===== config.mk =====
export PLATFORM = sky130hd
export DESIGN_NAME = mem_port_arbiter
export DESIGN_NICKNAME = d
export VERILOG_FILES = /design/src/rtl/mem_port_arbiter.sv
export SDC_FILE = /design/constraint.sdc
export NUM_CORES = 1
export LEC_CHECK = 0
export BUFFER_PORTS_ARGS = -buffer_cell sky130_fd_sc_hd__buf_2
export CAP_MARGIN = 15
export CORE_MARGIN = 2
export CORE_UTILIZATION = 40
export DETAILED_ROUTE_END_ITERATION = 6
export GPL_TIMING_DRIVEN = 0
export PLACE_DENSITY = 0.95
export SETUP_SLACK_MARGIN = 0.5
export SKIP_LAST_GASP = 1
export SLEW_MARGIN = 20
export SYNTH_ARGS = -nofsm -noshare
export SYNTH_HDL_FRONTEND = slang
export SYNTH_SLANG_ARGS = --single-unit
export TNS_END_PERCENT = 20

===== constraint.sdc =====
create_clock -name clk -period 3.5 [get_ports clk]
set_input_delay 0.525 -clock clk [delete_from_list [all_inputs] [get_ports clk]]
set_output_delay 0.525 -clock clk [all_outputs]
set_load 0.1 [all_outputs]

===== src/rtl/mem_port_arbiter.sv =====
// Two-requester arbiter sharing one memory port between instruction fetch (A) and data (B).
// Define MEM_ARB_ROUND_ROBIN_EN for round-robin conflict resolution; default is fixed B priority.
module mem_port_arbiter (
  input  logic        clk,
  input  logic        reset,
  input  logic        read_a,
  input  logic        write_a,
  input  logic [1:0]  wmask_a,
  input  logic [15:0] address_a,
  input  logic [15:0] wdata_a,
  output logic        resp_a,
  output logic [15:0] rdata_a,
  input  logic        read_b,
  input  logic        write_b,
  input  logic [1:0]  wmask_b,
  input  logic [15:0] address_b,
  input  logic [15:0] wdata_b,
  output logic        resp_b,
  output logic [15:0] rdata_b,
  output logic        mem_read,
  output logic        mem_write,
  output logic [1:0]  mem_wmask,
  output logic [15:0] mem_address,
  output logic [15:0] mem_wdata,
  input  logic        mem_resp,
  input  logic [15:0] mem_rdata,
  output logic [15:0] conflict_count
);

  typedef enum logic [1:0] {IDLE, GRANT_A, GRANT_B} state_t;

  state_t      state, state_nxt;
  logic        last_grant, last_grant_nxt;  // 1 = B won most recently
  logic [15:0] cnt_q, cnt_nxt;
  logic        pend_a, pend_b, win_b;

  assign pend_a = read_a | write_a;
  assign pend_b = read_b | write_b;

`ifdef MEM_ARB_ROUND_ROBIN_EN
  assign win_b = ~last_grant;
`else
  assign win_b = 1'b1;
`endif

  always_ff @(posedge clk) begin
    if (reset) begin
      state      <= IDLE;
      last_grant <= 1'b1;
      cnt_q      <= 16'h0000;
    end else begin
      state      <= state_nxt;
      last_grant <= last_grant_nxt;
      cnt_q      <= cnt_nxt;
    end
  end

  always_comb begin
    state_nxt      = state;
    last_grant_nxt = last_grant;
    cnt_nxt        = cnt_q;
    mem_read       = 1'b0;
    mem_write      = 1'b0;
    mem_wmask      = 2'b00;
    mem_address    = 16'h0000;
    mem_wdata      = 16'h0000;
    resp_a         = 1'b0;
    resp_b         = 1'b0;
    case (state)
      IDLE: begin
        if (pend_a && pend_b) begin
          state_nxt      = win_b ? GRANT_B : GRANT_A;
          last_grant_nxt = win_b;
          if (cnt_q != 16'hFFFF) cnt_nxt = cnt_q + 16'd1;
        end else if (pend_a) begin
          state_nxt      = GRANT_A;
          last_grant_nxt = 1'b0;
        end else if (pend_b) begin
          state_nxt      = GRANT_B;
          last_grant_nxt = 1'b1;
        end
      end
      // Downstream follows the owner's live inputs; a read+write is a write.
      GRANT_A: begin
        mem_read    = read_a & ~write_a;
        mem_write   = write_a;
        mem_wmask   = wmask_a;
        mem_address = address_a;
        mem_wdata   = wdata_a;
        resp_a      = mem_resp;
        if (mem_resp) state_nxt = IDLE;
      end
      GRANT_B: begin
        mem_read    = read_b & ~write_b;
        mem_write   = write_b;
        mem_wmask   = wmask_b;
        mem_address = address_b;
        mem_wdata   = wdata_b;
        resp_b      = mem_resp;
        if (mem_resp) state_nxt = IDLE;
      end
      default: state_nxt = IDLE;
    endcase
  end

  assign rdata_a        = mem_rdata;
  assign rdata_b        = mem_rdata;
  assign conflict_count = cnt_q;

endmodule


==> out/qor.csv <==
stage;metric;value;unit
timing;min cycle time layout;2.86;ns
timing;setup TNS;0;ns
synthesis;cell taking the most area after synthesis;dfxtp_1;
floorplan;core area;4410;um2
synthesis;Synth Area per Inst;7.75;um2
clock_tree;Clock Sinks;18;
synthesis;syn nets;333;
route;via density per instance;5.23;
clock_tree;Clock transition at path regs;0.07;ns
setup_path;Setup crit end kind;output port;
clock_tree;CTS Buffer Depth;2;
timing;unrepaired setup endpoints after global routing;true;
global_routing;total track usage;22.5;%
global_routing;vias in the first global route;2292;
floorplan;die span in y;71.9;um
synthesis;Seq/Total Area, Yosys;19.5;%
global_routing;initial antenna violation count;0;
timing;worst rel slew slack;65.7;%
synthesis;Post-synth EDFFs;0;
placement;GP Congestion;0.814;
setup_path;CP Launch Type;flop;
timing;Max Slew Vio Count;0;
global_routing;GRT Residual Overflow;0;
setup_path;CP Class;flop to output port;
route;DRT iter0 DRCs;100;
flow_run;max-cap violation count;0;
route;drt first pass iters;5;
placement;Port Buffers;160;
layout;NumNets Final;498;
synthesis;Post-Synthesis Cell Area;1850;um2
synthesis;async set or reset register ratio after synthesis;0;%
setup_path;reg-to-reg slack, setup;1.46;ns
synthesis;most frequent cell after synthesis;nor2b_1;
synthesis;dominant synthesized flop cell;dfxtp_1;
synthesis;Yosys cell types;41;
global_routing;pin count of the biggest net entering global routing;11;
run_status;outcome;finished clean;
clock_tree;Inserted Clock Buffers;3;
floorplan;num ports;177;
timing;Final setup violation count;0;
floorplan;Initial Util;41.8;%
setup_path;crit path cell chain;inv_1 -> ha_1 -> clkbuf_1 -> buf_1 -> a22oi_1 -> nor2b_1 -> buf_2;
power;Power Dens Cells;424;nW/um2
clock_tree;hold_buf cts;0;
clock_tree;H-tree depth;1;
timing;skew final;0.00411;ns
power;maximum vdd drop;0.252;mV
synthesis;Yosys reg bits;18;
synthesis;Warnings, synthesis;0;
clock_tree;clk_lat worst skew;0.25;ns
power;Power Total;1.18;mW
layout;Area growth, synth to finish;51.0;%
route;Final ANT Viol Nets;0;
placement;DPL Wire Length;5150;um
setup_path;critical path's largest stage delay;0.46;ns
floorplan;Rows;24;
timing;Peak Freq;0.350;GHz
setup_path;crit path max fanout;10;
floorplan;die area;5170;um2
layout;final core occ;63.1;%
route;DRC;0;
power;Leakage;1.39;nW
min_path;Hold Path Class;flop to flop;
floorplan;Die X;71.9;um
layout;share of layout cells above drive strength 1;53.5;%
global_routing;wire length of the first global-routing pass;9750;um
setup_path;Req. time, crit path;2.97;ns
timing;count of final hold-check violations;0;
route;DR vias;2373;
clock_tree;CTS tree;built;
layout;ant diodes;0;
synthesis;top-area cell type share of the netlist area;19.5;%
placement;worst slack at placement;0.911;ns
route;Routed WL per cell;13.6;um
timing;Final period util;81.7;%
setup_path;Critical Path AT;2.34;ns
synthesis;Area contributors post-synth;dfxtp_1 (20%), a22oi_1 (14%), nor2b_1 (14%);
timing;Worst-Margin Slew;0.511;ns
clock_tree;Root Buffer;clkbuf_8;
synthesis;Cells after Synth;238;
synthesis;most frequent cells after synthesis;nor2b_1 (42), a22oi_1 (35), buf_4 (32), dfxtp_1 (18);
timing;Final WS setup;0.639;ns
setup_path;CP max-delay cell;buf_2;
route;WL final;6170;um
-- state kept, by name (all words and copies together) (netlist names) --
signal / cells
state: 2
conflict_count: 16
-- path summary, 6_finish.rpt --
| kind | start | to | cells after the start |
|---|---|---|---|
| setup / recovery | state[1] | mem_address[6] | 7 |
| hold / removal | state[1] | state[1] | 2 |
| setup reg to reg | conflict_count[0] | conflict_count[12] | 5 |
| hold reg to reg | state[1] | state[1] | 2 |
-- worst max-delay path: cells and delay by family (launching register included) --
family | cells | cell delay (ns)
AOI/OAI and AO/OA | 1 | 0.13
adders and majority gates | 1 | 0.14
buffers and inverters | 4 | 1.29
DFF | 1 | 0.33
and+or+nand+nor | 1 | 0.20
-- power by group --
group	switching, mW	internal, mW
clock	0.0708	0.0999
sequential	0.00917	0.212
combinational	0.597	0.191
-- what timing repair did --
item                                    4_1_cts  5_1_grt
endpoints found under the setup margin        0       24
setup buffers                                 0        0
resized for setup                             0        5
-- through the flow --
step	area, um2	hold WS (ns)	instances
6_report	2790	0.523	454
5_1_grt	2790	0.547	454
4_1_cts	2780	0.522	454
3_5_place_dp	2730	0.506	450
3_3_place_gp	2730	0.490	450
2_1_floorplan	1860	0.466	238
-- per-layer routing --
metal	part of all wire [%]	routed length (um)	track usage [%]	up-vias
met4	0.58	36	5.24	0
met3	6.2	385	4.17	4
met5	0	0	0	-
li1	-	-	-	1161
met1	39	2390	25.7	1109
met2	54	3350	42.9	99
-- area by class of cell --
class | count | area [um2]
buffer | 48 | 312
clock buffer | 4 | 55.1
fill | 386 | 1630
inverter | 8 | 30.0
multi-input combinational | 164 | 1160
sequential | 18 | 360
tap | 52 | 65.1
timing repair buffer | 160 | 801
-- cell families after synthesis --
kind of cell               synth area share, %
adders and majority gates                 2.71
buffers and inverters                     18.3
DFF                                       19.5
AOI/OAI and AO/OA                         24.1
and+or+nand+nor                           31.8
muxes                                     3.59
-- cells in the final DEF (no fill, tap or decap), types with 2 or more instances in the layout --
cell type	synthesis	final
a21oi_1	12	12
a22oi_1	35	35
and2_1	2	2
buf_1	3	2
buf_2	0	160
buf_4	32	32
clkbuf_1	12	10
clkbuf_2	0	3
clkbuf_8	0	4
dfxtp_1	18	18
ha_1	4	4
inv_1	8	8
mux2_1	4	4
nand2_1	6	6
nand2b_1	2	2
nand3_1	2	2
nand3b_1	2	2
nand4_1	2	2
nor2_1	11	11
nor2b_1	42	37
nor2b_2	0	5
nor3_1	2	2
nor4_1	3	3
o21ai_0	2	2
o31ai_1	7	7
or3_1	4	4
or4_1	5	5
Power figures use the tool's default switching activity.
